===== src/rtl/seg_pkg.sv =====
// Shared constants for the seven-segment display driver: DisplayCtrl and
// DisplayData field positions, scan state encoding and the hex glyph table.
package seg_pkg;

  // DisplayCtrl field positions
  localparam int CTRL_EN_BIT     = 0;
  localparam int CTRL_BLANK_BIT  = 1;
  localparam int CTRL_BRIGHT_LSB = 2;
  localparam int CTRL_BRIGHT_W   = 4;
  localparam int CTRL_RELOAD_LSB = 16;

  // DisplayData field positions
  localparam int DATA_DP_LSB = 16;

  // Active-high segment patterns, bit0 = a ... bit6 = g, for hex digits 0..F
  localparam logic [6:0] HEX_SEG_TABLE [16] = '{
    7'h3F, 7'h06, 7'h5B, 7'h4F,   // 0 1 2 3
    7'h66, 7'h6D, 7'h7D, 7'h07,   // 4 5 6 7
    7'h7F, 7'h6F, 7'h77, 7'h7C,   // 8 9 A b
    7'h39, 7'h5E, 7'h79, 7'h71    // C d E F
  };

  // IDLE marks the first enabled cycle, where the prescaler starts from the reload
  typedef enum logic {
    SCAN_IDLE = 1'b0,
    SCAN_RUN  = 1'b1
  } scan_state_e;

endpackage


===== src/rtl/seg_decode.sv =====
// Hex nibble to active-high seven-segment pattern (pure combinational lookup).
module seg_decode
  import seg_pkg::*;
(
  input  logic [3:0] nibble,
  output logic [6:0] seg
);

  assign seg = HEX_SEG_TABLE[nibble];

endmodule


===== src/rtl/seg_display_driver.sv =====
// Four-digit multiplexed seven-segment driver with PWM brightness, leading-zero
// blanking and frame-aligned shadow registers so updates never tear mid-scan.
module seg_display_driver
  import seg_pkg::*;
#(
  parameter int PRESCALE_WIDTH = 16,
  parameter bit SEG_ACTIVE_LOW = 1'b1
) (
  input  logic        HCLK,
  input  logic        HRESETn,
  input  logic [31:0] DisplayData,
  input  logic [31:0] DisplayCtrl,
  output logic [6:0]  Seg,
  output logic        DP,
  output logic [3:0]  nDigit,
  output logic        FrameDone
);

  localparam logic [6:0] SEG_OFF = {7{SEG_ACTIVE_LOW}};
  localparam logic       DP_OFF  = SEG_ACTIVE_LOW;

  scan_state_e               state_reg, state_next;
  logic [PRESCALE_WIDTH-1:0] prescaler_reg, prescaler_next;
  logic [PRESCALE_WIDTH-1:0] reload, count_now;
  logic [3:0]                pwm_step_reg, pwm_step_next;
  logic [1:0]                digit_idx_reg, digit_idx_next;

  logic        enable, step_tick, frame_end, shadow_load;
  logic [15:0] shadow_digits_reg;
  logic [3:0]  shadow_dp_reg;
  logic        shadow_en_reg, shadow_blank_reg;
  logic [3:0]  shadow_bright_reg;

  logic [3:0]  blank_mask;
  logic [3:0]  cur_nibble;
  logic [6:0]  cur_seg;
  logic        drive;
  logic        unused_bits;

  assign enable = DisplayCtrl[CTRL_EN_BIT];
  assign reload = DisplayCtrl[CTRL_RELOAD_LSB +: PRESCALE_WIDTH];

  // On the first enabled cycle the prescaler behaves as if already loaded with R
  assign count_now = (state_reg == SCAN_IDLE) ? reload : prescaler_reg;
  assign step_tick = enable && (count_now == '0);
  assign frame_end = step_tick && (pwm_step_reg == 4'hF) && (digit_idx_reg == 2'd3);
  assign FrameDone = frame_end;

  // Scan state and counters
  always_ff @(posedge HCLK or negedge HRESETn) begin
    if (!HRESETn) begin
      state_reg     <= SCAN_IDLE;
      prescaler_reg <= '0;
      pwm_step_reg  <= '0;
      digit_idx_reg <= '0;
    end else begin
      state_reg     <= state_next;
      prescaler_reg <= prescaler_next;
      pwm_step_reg  <= pwm_step_next;
      digit_idx_reg <= digit_idx_next;
    end
  end

  // Next-state: hold everything at zero while disabled, otherwise advance on ticks
  always_comb begin
    state_next     = state_reg;
    prescaler_next = prescaler_reg;
    pwm_step_next  = pwm_step_reg;
    digit_idx_next = digit_idx_reg;
    shadow_load    = 1'b0;
    if (!enable) begin
      state_next     = SCAN_IDLE;
      prescaler_next = '0;
      pwm_step_next  = '0;
      digit_idx_next = '0;
      shadow_load    = 1'b1;
    end else begin
      state_next  = SCAN_RUN;
      shadow_load = frame_end;
      if (step_tick) begin
        prescaler_next = reload;
        pwm_step_next  = pwm_step_reg + 4'd1;
        if (pwm_step_reg == 4'hF) begin
          digit_idx_next = digit_idx_reg + 2'd1;
        end
      end else begin
        prescaler_next = count_now - PRESCALE_WIDTH'(1);
      end
    end
  end

  // Shadow copy of the display inputs; a load only happens while disabled or at a
  // frame boundary, and in both cases the scan that consumes it runs enabled
  always_ff @(posedge HCLK or negedge HRESETn) begin
    if (!HRESETn) begin
      shadow_digits_reg <= '0;
      shadow_dp_reg     <= '0;
      shadow_en_reg     <= 1'b0;
      shadow_blank_reg  <= 1'b0;
      shadow_bright_reg <= '0;
    end else if (shadow_load) begin
      shadow_digits_reg <= DisplayData[15:0];
      shadow_dp_reg     <= DisplayData[DATA_DP_LSB +: 4];
      shadow_en_reg     <= 1'b1;
      shadow_blank_reg  <= DisplayCtrl[CTRL_BLANK_BIT];
      shadow_bright_reg <= DisplayCtrl[CTRL_BRIGHT_LSB +: CTRL_BRIGHT_W];
    end
  end

  // A digit is blanked when it and every higher digit are zero; digit0 always shows
  assign blank_mask[0] = 1'b0;
  for (genvar gi = 1; gi < 4; gi++) begin : g_blank
    assign blank_mask[gi] = shadow_blank_reg && (shadow_digits_reg[15:4*gi] == '0);
  end

  assign cur_nibble = shadow_digits_reg[{digit_idx_reg, 2'b00} +: 4];

  seg_decode u_seg_decode (
    .nibble (cur_nibble),
    .seg    (cur_seg)
  );

  assign drive = enable && shadow_en_reg && (pwm_step_reg <= shadow_bright_reg)
                 && !blank_mask[digit_idx_reg];

  // Registered pin outputs, polarity applied here
  always_ff @(posedge HCLK or negedge HRESETn) begin
    if (!HRESETn) begin
      Seg    <= SEG_OFF;
      DP     <= DP_OFF;
      nDigit <= 4'hF;
    end else if (drive) begin
      Seg    <= SEG_ACTIVE_LOW ? ~cur_seg : cur_seg;
      DP     <= shadow_dp_reg[digit_idx_reg] ^ SEG_ACTIVE_LOW;
      nDigit <= ~(4'b0001 << digit_idx_reg);
    end else begin
      Seg    <= SEG_OFF;
      DP     <= DP_OFF;
      nDigit <= 4'hF;
    end
  end

  assign unused_bits = ^{DisplayData[31:20], DisplayCtrl[15:6], DisplayCtrl[31:16]};

endmodule


===== config.mk =====
export PLATFORM = sky130hd
export DESIGN_NAME = seg_display_driver
export DESIGN_NICKNAME = d
export VERILOG_FILES = /design/src/rtl/seg_pkg.sv /design/src/rtl/seg_decode.sv /design/src/rtl/seg_display_driver.sv
export SDC_FILE = /design/constraint.sdc
export NUM_CORES = 1
export LEC_CHECK = 0
export BUFFER_PORTS_ARGS = -buffer_cell sky130_fd_sc_hd__buf_2
export CORE_MARGIN = 3
export CORE_UTILIZATION = 51
export CTS_BUF_LIST = sky130_fd_sc_hd__clkbuf_4
export CTS_CLUSTER_DIAMETER = 40
export DETAILED_ROUTE_END_ITERATION = 8
export PLACE_DENSITY = 0.79
export RECOVER_POWER = 25
export SYNTH_ARGS = -nofsm -noshare
export SYNTH_HDL_FRONTEND = slang
export SYNTH_SLANG_ARGS = --single-unit

===== constraint.sdc =====
create_clock -name HCLK -period 3.4 [get_ports HCLK]
set_clock_uncertainty 0.05 [all_clocks]
set_input_delay 0.68 -clock HCLK [delete_from_list [all_inputs] [get_ports HCLK]]
set_output_delay 0.68 -clock HCLK [all_outputs]
set_load 0.03 [all_outputs]

==> flow_summary.json, run 1 <==
{
  "status": "finished with violations",
  "violations": "capacitance limit, slew limit",
  "hold_viol": 0,
  "synth.distinct_cells": 56,
  "synth_area_leader_cell": "dfrtp_1",
  "rows": 29,
  "drtIter0Drc": 227,
  "r2r-end": "shadow_digits_reg[3]",
  "synthFlopType": "dfrtp_1",
  "synth_common_cells": "49 x dfrtp_1, 34 x nand2_1, 25 x mux2_1, 24 x a21oi_1, 17 x inv_1",
  "p_seq_frac": 0.469,
  "power_frac_comb": 0.188,
  "numCtsBuffers": 9,
  "wl_um": 7950,
  "antennaDiodeCount": 0,
  "post-route-period-util": 0.945,
  "place_hpwl_um": 5710,
  "core_area_sq_um": 6530,
  "r2r_start": "state_reg",
  "firstDrtPassIters": 4,
  "numClockSinks": 61,
  "power.density_nw_per_um2": 431,
  "worstHoldStart": "DisplayData[14]",
  "fmax_mhz": 311,
  "ctsHoldBuffers": 0,
  "via_per_inst": 6.06,
  "hold_end": "shadow_digits_reg[14]",
  "path_class": "reg -> out",
  "syn_nets": 427,
  "grt_start_max_net_pins": 50,
  "slew_viol_final": 50,
  "endpoint_kind": "output pin",
  "p_leak_nw": 1.79,
  "cts_post_setup_buffers_inserted": 0,
  "post_cts_resize_count": 0,
  "gr-total-overflow": 0,
  "relSlewSlack": -0.768,
  "placed_area_sq_um": 3920,
  "clkPwrFrac": 0.343,
  "synthToLayoutAreaGrowth_pct": 15.2,
  "clk_path_buf_depth": 2,
  "insertion_delay_ns": 0.43,
  "ir_worst_vdd_v": 0.000328,
  "period_minus_slack_ns": 3.21,
  "crit_required_ns": 2.67,
  "hold_path_depth": 2,
  "wl_per_cell_um": 16.3,
  "reg2reg_depth": 6,
  "synth_cells": 346,
  "cap_viol_max_count": 1,
  "htree_levels": 3,
  "setup_viol": 0,
  "fin_util": 0.625,
  "synth_top_area_frac": 0.346,
  "clk_pin_slew_ns": 0.13,
  "antenna_found_initial": 0,
  "postLayoutSetupSlackWorst_ns": 0.186,
  "synthArstFlopShare": 1.00,
  "die_y_um": 89.3,
  "fillers": 546,
  "io_pins": 79,
  "stdcell_area_sq_um": 4080,
  "synth-edff-count": 0,
  "arrival_ns": 2.48,
  "cts_tree": "yes",
  "worstPathMaxFanout": 23,
  "final_layout_size_suffix_gt1_frac": 0.267,
  "yosysMostFrequentCell": "dfrtp_1",
  "startpoint_type": "flop",
  "dieArea_sq_um": 7980,
  "p_sw_mw": 0.530,
  "swShare": 0.301,
  "seq_area_frac_synth": 0.435,
  "track_usage": 0.216,
  "grt_pass1_vias": 2901,
  "min_path_type": "in -> reg",
  "synth_warnings": 0,
  "synth.avg_cell_area_sq_um": 10.2,
  "holdWs_ns": 0.403,
  "postRouteAntennaNets": 0,
  "synth_area_sq_um": 3540,
  "pre_cts_ws_ns": 0.383,
  "root_buffer": "clkbuf_4",
  "tightestPinTransition_ns": 2.65,
  "vias": 2947,
  "rsz0062_at_grt": "false",
  "port-buffer-count": 56,
  "p_int_mw": 1.23,
  "gp_congestion": 0.852,
  "start_util": 0.542,
  "finalSetupTns_ns": 0,
  "synthTopCellsByArea": "dfrtp_1 35%, dfstp_2 8.9%, mux2_1 7.9%, ha_1 5.3%, mux4_2 3.8%",
  "fin_nets": 485,
  "grt_pass1_wl_um": 13300,
  "ys_ff_latch": 61,
  "die_x_um": 89.3,
  "remaining_drc_errors": 0,
  "rrSetupSlack_ns": 0.53
}
## worst max-delay path: stages, from the launching register on
cell and delay [ns]:
dfrtp_1 0.36, buf_4 0.25, or3b_2 0.53, a22oi_2 0.24
nand2_1 0.14, nor4_4 0.29, buf_2 0.25
## area by class of cell
class	instances	area (sq um)	share of cell area
repair buffers	68	368	0.0902
clock buffers	9	67.6	0.0166
flip-flops and latches	61	1540	0.378
multi-input cells	246	1840	0.451
clock inverters	7	98.8	0.0242
well taps	77	96.3	0.0236
inverters	18	67.6	0.0166
## worst max-delay path by stage
stage,startpoint,to,slack (ns),cells past startpoint
final,state_reg,FrameDone,0.19,6
after global routing,state_reg,FrameDone,0.08,6
after CTS,state_reg,FrameDone,0.19,6
after detailed placement,DisplayCtrl[25],shadow_digits_reg[2],0.38,6
after global placement,DisplayCtrl[25],shadow_digits_reg[5],0.40,6
after floorplan,state_reg,FrameDone,0.04,10
## logic make-up (layout without fill, tap and decap cells)
group,count (synthesis),after routing,synth area share
compound gates,89,89,0.167
fa+ha+maj,15,15,0.0530
buf+inv,39,102,0.0495
flops,61,61,0.435
mux,42,42,0.150
simple gates,100,100,0.145
## cells in the final DEF, fill, tap and decap left out, types with 5 or more instances in the layout
cell | synthesis | layout
buf_2 | 2 | 54
dfrtp_1 | 49 | 49
nand2_1 | 34 | 34
mux2_1 | 25 | 25
a21oi_1 | 24 | 24
inv_1 | 17 | 17
o21ai_1 | 15 | 15
ha_1 | 15 | 15
dfstp_2 | 12 | 12
nor2_1 | 12 | 12
buf_4 | 1 | 12
nand3_1 | 11 | 11
clkbuf_4 | 0 | 9
mux2i_1 | 8 | 8
o21ai_0 | 7 | 7
a211oi_1 | 6 | 6
mux4_2 | 6 | 6
o211ai_1 | 6 | 6
nor3_1 | 6 | 6
nand4_1 | 5 | 5
or3_1 | 5 | 5
## layer usage
metal	up-vias	wire length (um)	GRT usage
li1	1402	-	-
met1	1426	3510	0.294
met2	104	3740	0.333
met3	15	572	0.0470
met4	0	128	0.0961
met5	-	0	0
## stage by stage
stage                     std cells  total power, mW
after floorplan                 346             1.06
after global placement          470             1.15
after detailed placement        470             1.17
after CTS                       486             1.77
after global routing            486             1.84
final                           486             1.76
## power groups by stage
stage	Clock, mW	Combinational, mW	Sequential [mW]
6_report	0.604	0.330	0.825
3_5_place_dp	0	0.329	0.839
3_3_place_gp	0	0.317	0.836
2_1_floorplan	0	0.199	0.858
5_1_grt	0.639	0.367	0.834
4_1_cts	0.612	0.331	0.825
Power figures use the tool's default switching activity.
==> inputs of run 2 (changes only) <==
clock period = 2.65 ns   (was 3.4 ns; I/O delays follow)
==> run 2 against run 1 <==
Effect of this change: the flow finishes with violations (capacitance limit, slew limit, setup timing); clock power rose by 26%; flip-flop and latch count did not move; critical path depth rose by 1; global-route usage rose by 4.5 points; setup slack got worse by 0.49 ns; via count rose by 9.9%; critical path type unchanged; combinational power rose by 75%; die area did not move; cell area rose by 16%; sequential share of layout area fell by 5.1 points; register-to-register slack got worse by 0.65 ns.
==> flow_summary.json, run 2 (same netlist as run 1, synthesis figures left out) <==
{
  "cts_tree": "yes",
  "cap_viol_max_count": 1,
  "period_minus_slack_ns": 2.95,
  "postRouteAntennaNets": 0,
  "drtIter0Drc": 261,
  "synthToLayoutAreaGrowth_pct": 33.1,
  "setup_viol": 26,
  "endpoint_kind": "output pin",
  "slew_viol_final": 30,
  "remaining_drc_errors": 0,
  "final_layout_size_suffix_gt1_frac": 0.430,
  "path_class": "reg -> out",
  "post-route-period-util": 1.12,
  "die_x_um": 89.3,
  "wl_per_cell_um": 17.8,
  "power.density_nw_per_um2": 510,
  "violations": "capacitance limit, slew limit, setup timing",
  "arrival_ns": 2.37,
  "rsz0062_at_grt": "true",
  "die_y_um": 89.3,
  "worstPathMaxFanout": 8,
  "gp_congestion": 0.911,
  "startpoint_type": "flop",
  "io_pins": 79,
  "status": "finished with violations",
  "wl_um": 9510,
  "min_path_type": "in -> reg",
  "relSlewSlack": -0.142,
  "track_usage": 0.261,
  "htree_levels": 3,
  "most-common-layout-cells": "54 x buf_2, 48 x dfrtp_1, 44 x buf_4",
  "fmax_mhz": 338,
  "root_buffer": "clkbuf_4",
  "fin_nets": 532,
  "rows": 29,
  "fin_util": 0.722,
  "vias": 3238,
  "hold_viol": 0,
  "numClockSinks": 61,
  "holdWs_ns": 0.271,
  "postLayoutSetupSlackWorst_ns": -0.305,
  "grt_pass1_vias": 3339,
  "tightestPinTransition_ns": 1.71,
  "core_area_sq_um": 6530,
  "via_per_inst": 6.08,
  "insertion_delay_ns": 0.43,
  "grt_pass1_wl_um": 16000,
  "antenna_found_initial": 0,
  "dieArea_sq_um": 7980,
  "port-buffer-count": 56,
  "clk_path_buf_depth": 2,
  "clk_pin_slew_ns": 0.11,
  "place_hpwl_um": 6220,
  "grt_start_max_net_pins": 33,
  "numCtsBuffers": 9,
  "crit_required_ns": 2.07,
  "gr-total-overflow": 0,
  "firstDrtPassIters": 6,
  "fillers": 444,
  "start_util": 0.542,
  "layout_commonest_cell": "buf_2",
  "ir_worst_vdd_v": 0.000423,
  "p_leak_nw": 2.17,
  "antennaDiodeCount": 0
}
## run 2: cell count changes in the layout (fill, tap and decap cells not counted), moves of 3 or more
cell	delta
buf_4	+32
mux2_4	+25
buf_6	+8
nand2_1	-3
buf_12	+5
mux2_1	-25
nand2_2	+3
## run 2: area by class of cell
class / instances / area [sq um] / share of cell area
Multi-Input combinational cell: 246 / 1990 / 0.423
Sequential cell: 61 / 1540 / 0.327
Timing Repair Buffer: 115 / 853 / 0.181
Tap cell: 77 / 96.3 / 0.0204
Clock inverter: 6 / 86.3 / 0.0183
Clock buffer: 10 / 75.1 / 0.0159
Inverter: 18 / 67.6 / 0.0143
## run 2: worst max-delay path, stage by stage, from the launching register on
cell     delay (ns)
dfrtp_2        0.39
buf_6          0.10
buf_6          0.11
or4b_4         0.46
a22oi_2        0.25
nand2_2        0.12
nor4_4         0.31
buf_4          0.21
## run 2: path summary, 6_finish.rpt
path,start,endpoint,slack (ns),cells after the start
min reg2reg,shadow_en_reg,shadow_en_reg,0.45,1
max,state_reg,FrameDone,-0.30,7
max in group asynchronous,HRESETn,state_reg,0.95,1
min,DisplayData[15],shadow_digits_reg[15],0.27,2
min in group asynchronous,HRESETn,prescaler_reg[6],0.49,1
max reg2reg,state_reg,shadow_dp_reg[0],-0.12,10
## run 2: metrics by stage
stage                     area, sq um  power, mW  std cells  TNS [ns]  setup slack (ns)
after CTS                        4690       2.40        531    -0.959            -0.271
final                            4720       2.41        533     -2.54            -0.305
after global placement           4230       1.55        499     -2.05            -0.102
after detailed placement         4230       1.57        499     -2.11            -0.112
after global routing             4720       2.52        533     -3.71            -0.381
after floorplan                  3660       1.39        346     -1.62           -0.0896
## run 2: metal layers
layer	track usage	vias to the layer above	routed length [um]
li1	-	1499	-
met1	0.335	1553	3890
met2	0.418	152	4630
met3	0.0581	34	690
met4	0.129	0	302
met5	0	-	0
## run 2: power by group
| group | internal [mW] | leakage [nW] | switching [mW] |
|---|---|---|---|
| Combinational | 0.286 | 1.35 | 0.291 |
| Sequential | 1.02 | 0.733 | 0.0504 |
| Clock | 0.393 | 0.0868 | 0.370 |
| Total | 1.70 | 2.17 | 0.711 |
## run 2: what timing repair did
action                                  4_1_cts  5_1_grt
endpoints found under the setup margin       27       28
gates resized for setup                      34        5
pin swaps                                     8       10
gates cloned                                  2        0
endpoints found under the hold margin         0        0
buffers inserted                             14        4
hold buffers                                  0        0
==> inputs of run 3 (changes only) <==
ABC_CLOCK_PERIOD_IN_PS = 2650   (was not set)
CORE_UTILIZATION = 30   (was 51)
PLACE_DENSITY = not set   (was 0.79)
==> run 3 against run 2 <==
Effect of this change: flip-flop and latch count did not move; cell area rose by 2.1%; power rose by 3.1%; the flow still finishes with violations (capacitance limit, slew limit, setup timing); global-route usage fell by 11 points; setup slack got worse by 0.029 ns; hold slack improved by 0.0084 ns; maximum frequency fell by 0.97%.
==> flow_summary.json, run 3 (same netlist as run 1, synthesis figures left out) <==
{
  "status": "finished with violations",
  "violations": "capacitance limit, slew limit, setup timing",
  "grt_pass1_vias": 3097,
  "wl_per_cell_um": 15.7,
  "period_minus_slack_ns": 2.98,
  "post-route-period-util": 1.13,
  "rows": 39,
  "synthToLayoutAreaGrowth_pct": 36.0,
  "root_buffer": "clkbuf_4",
  "gr-total-overflow": 0,
  "endpoint_kind": "output pin",
  "reg2reg_depth": 11,
  "path_class": "reg -> out",
  "grtUsageMet2": 0.229,
  "postRouteAntennaNets": 0,
  "grt_pass1_wl_um": 15400,
  "use_met1": 0.203,
  "hold_viol": 0,
  "drtIter0Drc": 166,
  "p_leak_nw": 2.19,
  "remaining_drc_errors": 0,
  "power_frac_comb": 0.226,
  "rsz0062_at_grt": "true",
  "fin_nets": 535,
  "clk_path_buf_depth": 2,
  "fmax_mhz": 335,
  "io_pins": 79,
  "gp_congestion": 0.894,
  "power.density_nw_per_um2": 515,
  "dieArea_sq_um": 13100,
  "cts_tree": "yes",
  "met3_usage": 0.0270,
  "p_total_mw": 2.48,
  "via_per_inst": 5.10,
  "grt_start_max_net_pins": 62,
  "die_x_um": 115,
  "relSlewSlack": -0.0390,
  "r2r-end": "shadow_digits_reg[13]",
  "p_sw_mw": 0.691,
  "finalSetupTns_ns": -1.99,
  "worstHoldStart": "DisplayData[10]",
  "antennaDiodeCount": 0,
  "startpoint_type": "flop",
  "p_int_mw": 1.79,
  "stdcell_count": 602,
  "hold_path_depth": 2,
  "wl_um": 9420,
  "insertion_delay_ns": 0.42,
  "core_area_sq_um": 11500,
  "crit_required_ns": 2.07,
  "swShare": 0.278,
  "die_y_um": 115,
  "numClockSinks": 61,
  "dp_cells": 565,
  "p_seq_frac": 0.430,
  "arrival_ns": 2.40,
  "most-common-layout-cells": "55 x buf_2, 48 x dfrtp_1, 47 x buf_4",
  "clk_pin_slew_ns": 0.11,
  "postLayoutSetupSlackWorst_ns": -0.334,
  "cap_viol_max_count": 1,
  "hold_end": "shadow_digits_reg[10]",
  "htree_levels": 3,
  "setup_viol": 18,
  "track_usage": 0.148,
  "r2r_start": "state_reg",
  "clkPwrFrac": 0.344,
  "start_util": 0.309,
  "numCtsBuffers": 9,
  "final_layout_size_suffix_gt1_frac": 0.434,
  "port-buffer-count": 56,
  "firstDrtPassIters": 4,
  "antenna_found_initial": 0,
  "place_hpwl_um": 6560,
  "worstPathMaxFanout": 4,
  "vias": 3071,
  "busiest_layer": "met2",
  "ir_worst_vdd_v": 0.000220,
  "min_path_type": "in -> reg",
  "rrSetupSlack_ns": -0.11,
  "tightestPinTransition_ns": 1.56,
  "layout_commonest_cell": "buf_2",
  "slew_viol_final": 62
}
[run 3: metrics by stage]
stage                     setup slack (ns)  area [sq um]   util  hold WS, ns
after floorplan                    -0.0896          3660      -        0.184
after CTS                           -0.295          4770  0.416        0.229
after global routing                -0.374          4820  0.420        0.248
final                               -0.334          4820  0.420        0.279
after detailed placement            -0.118          4300  0.375        0.403
after global placement             -0.0645          4300  0.375        0.399
[run 3: final cells by class]
type | count | area, sq um
tap | 143 | 179
inverter | 18 | 67.6
timing repair buffer | 118 | 853
multi-input combinational | 246 | 1990
clock buffer | 11 | 82.6
fill | 1087 | 6650
clock inverter | 5 | 98.8
sequential | 61 | 1540
[run 3: worst max-delay path by stage]
stage                                from                    end  slack [ns]  cells past startpoint
after floorplan           DisplayCtrl[20]   shadow_bright_reg[0]       -0.09                      9
after global placement    DisplayCtrl[25]  shadow_digits_reg[12]       -0.06                      7
after detailed placement  DisplayCtrl[25]       shadow_blank_reg       -0.12                      7
after CTS                       state_reg              FrameDone       -0.30                      9
after global routing            state_reg              FrameDone       -0.37                      7
final                           state_reg              FrameDone       -0.33                      7
[run 3: worst max-delay path: stages, from the launching register on]
cell	delay, ns
dfrtp_2	0.44
buf_6	0.13
buf_6	0.11
or4_4	0.47
a22oi_2	0.21
nand2_2	0.11
nor4_4	0.31
buf_4	0.21
[run 3: power by group through the flow]
stage	clock (mW)	sequential (mW)	combinational (mW)
2_1_floorplan	0	1.10	0.285
3_3_place_gp	0	1.08	0.475
3_5_place_dp	0	1.08	0.490
4_1_cts	0.874	1.07	0.556
5_1_grt	0.910	1.08	0.616
6_report	0.853	1.07	0.561
[run 3: timing repair]
action                                  in CTS  in global routing
pin swaps                                   11                  7
endpoints found under the setup margin      27                 29
buffers inserted                            13                  9
resized for setup                           31                  8
hold buffers                                 0                  0
cloned                                       2                  0
endpoints found under the hold margin        0                  0
[run 3: routing by layer]
layer / up-vias / share of wire
met3: 16 / 0.047
met1: 1486 / 0.46
met2: 68 / 0.47
li1: 1501 / -
met4: 0 / 0.022
met5: - / 0
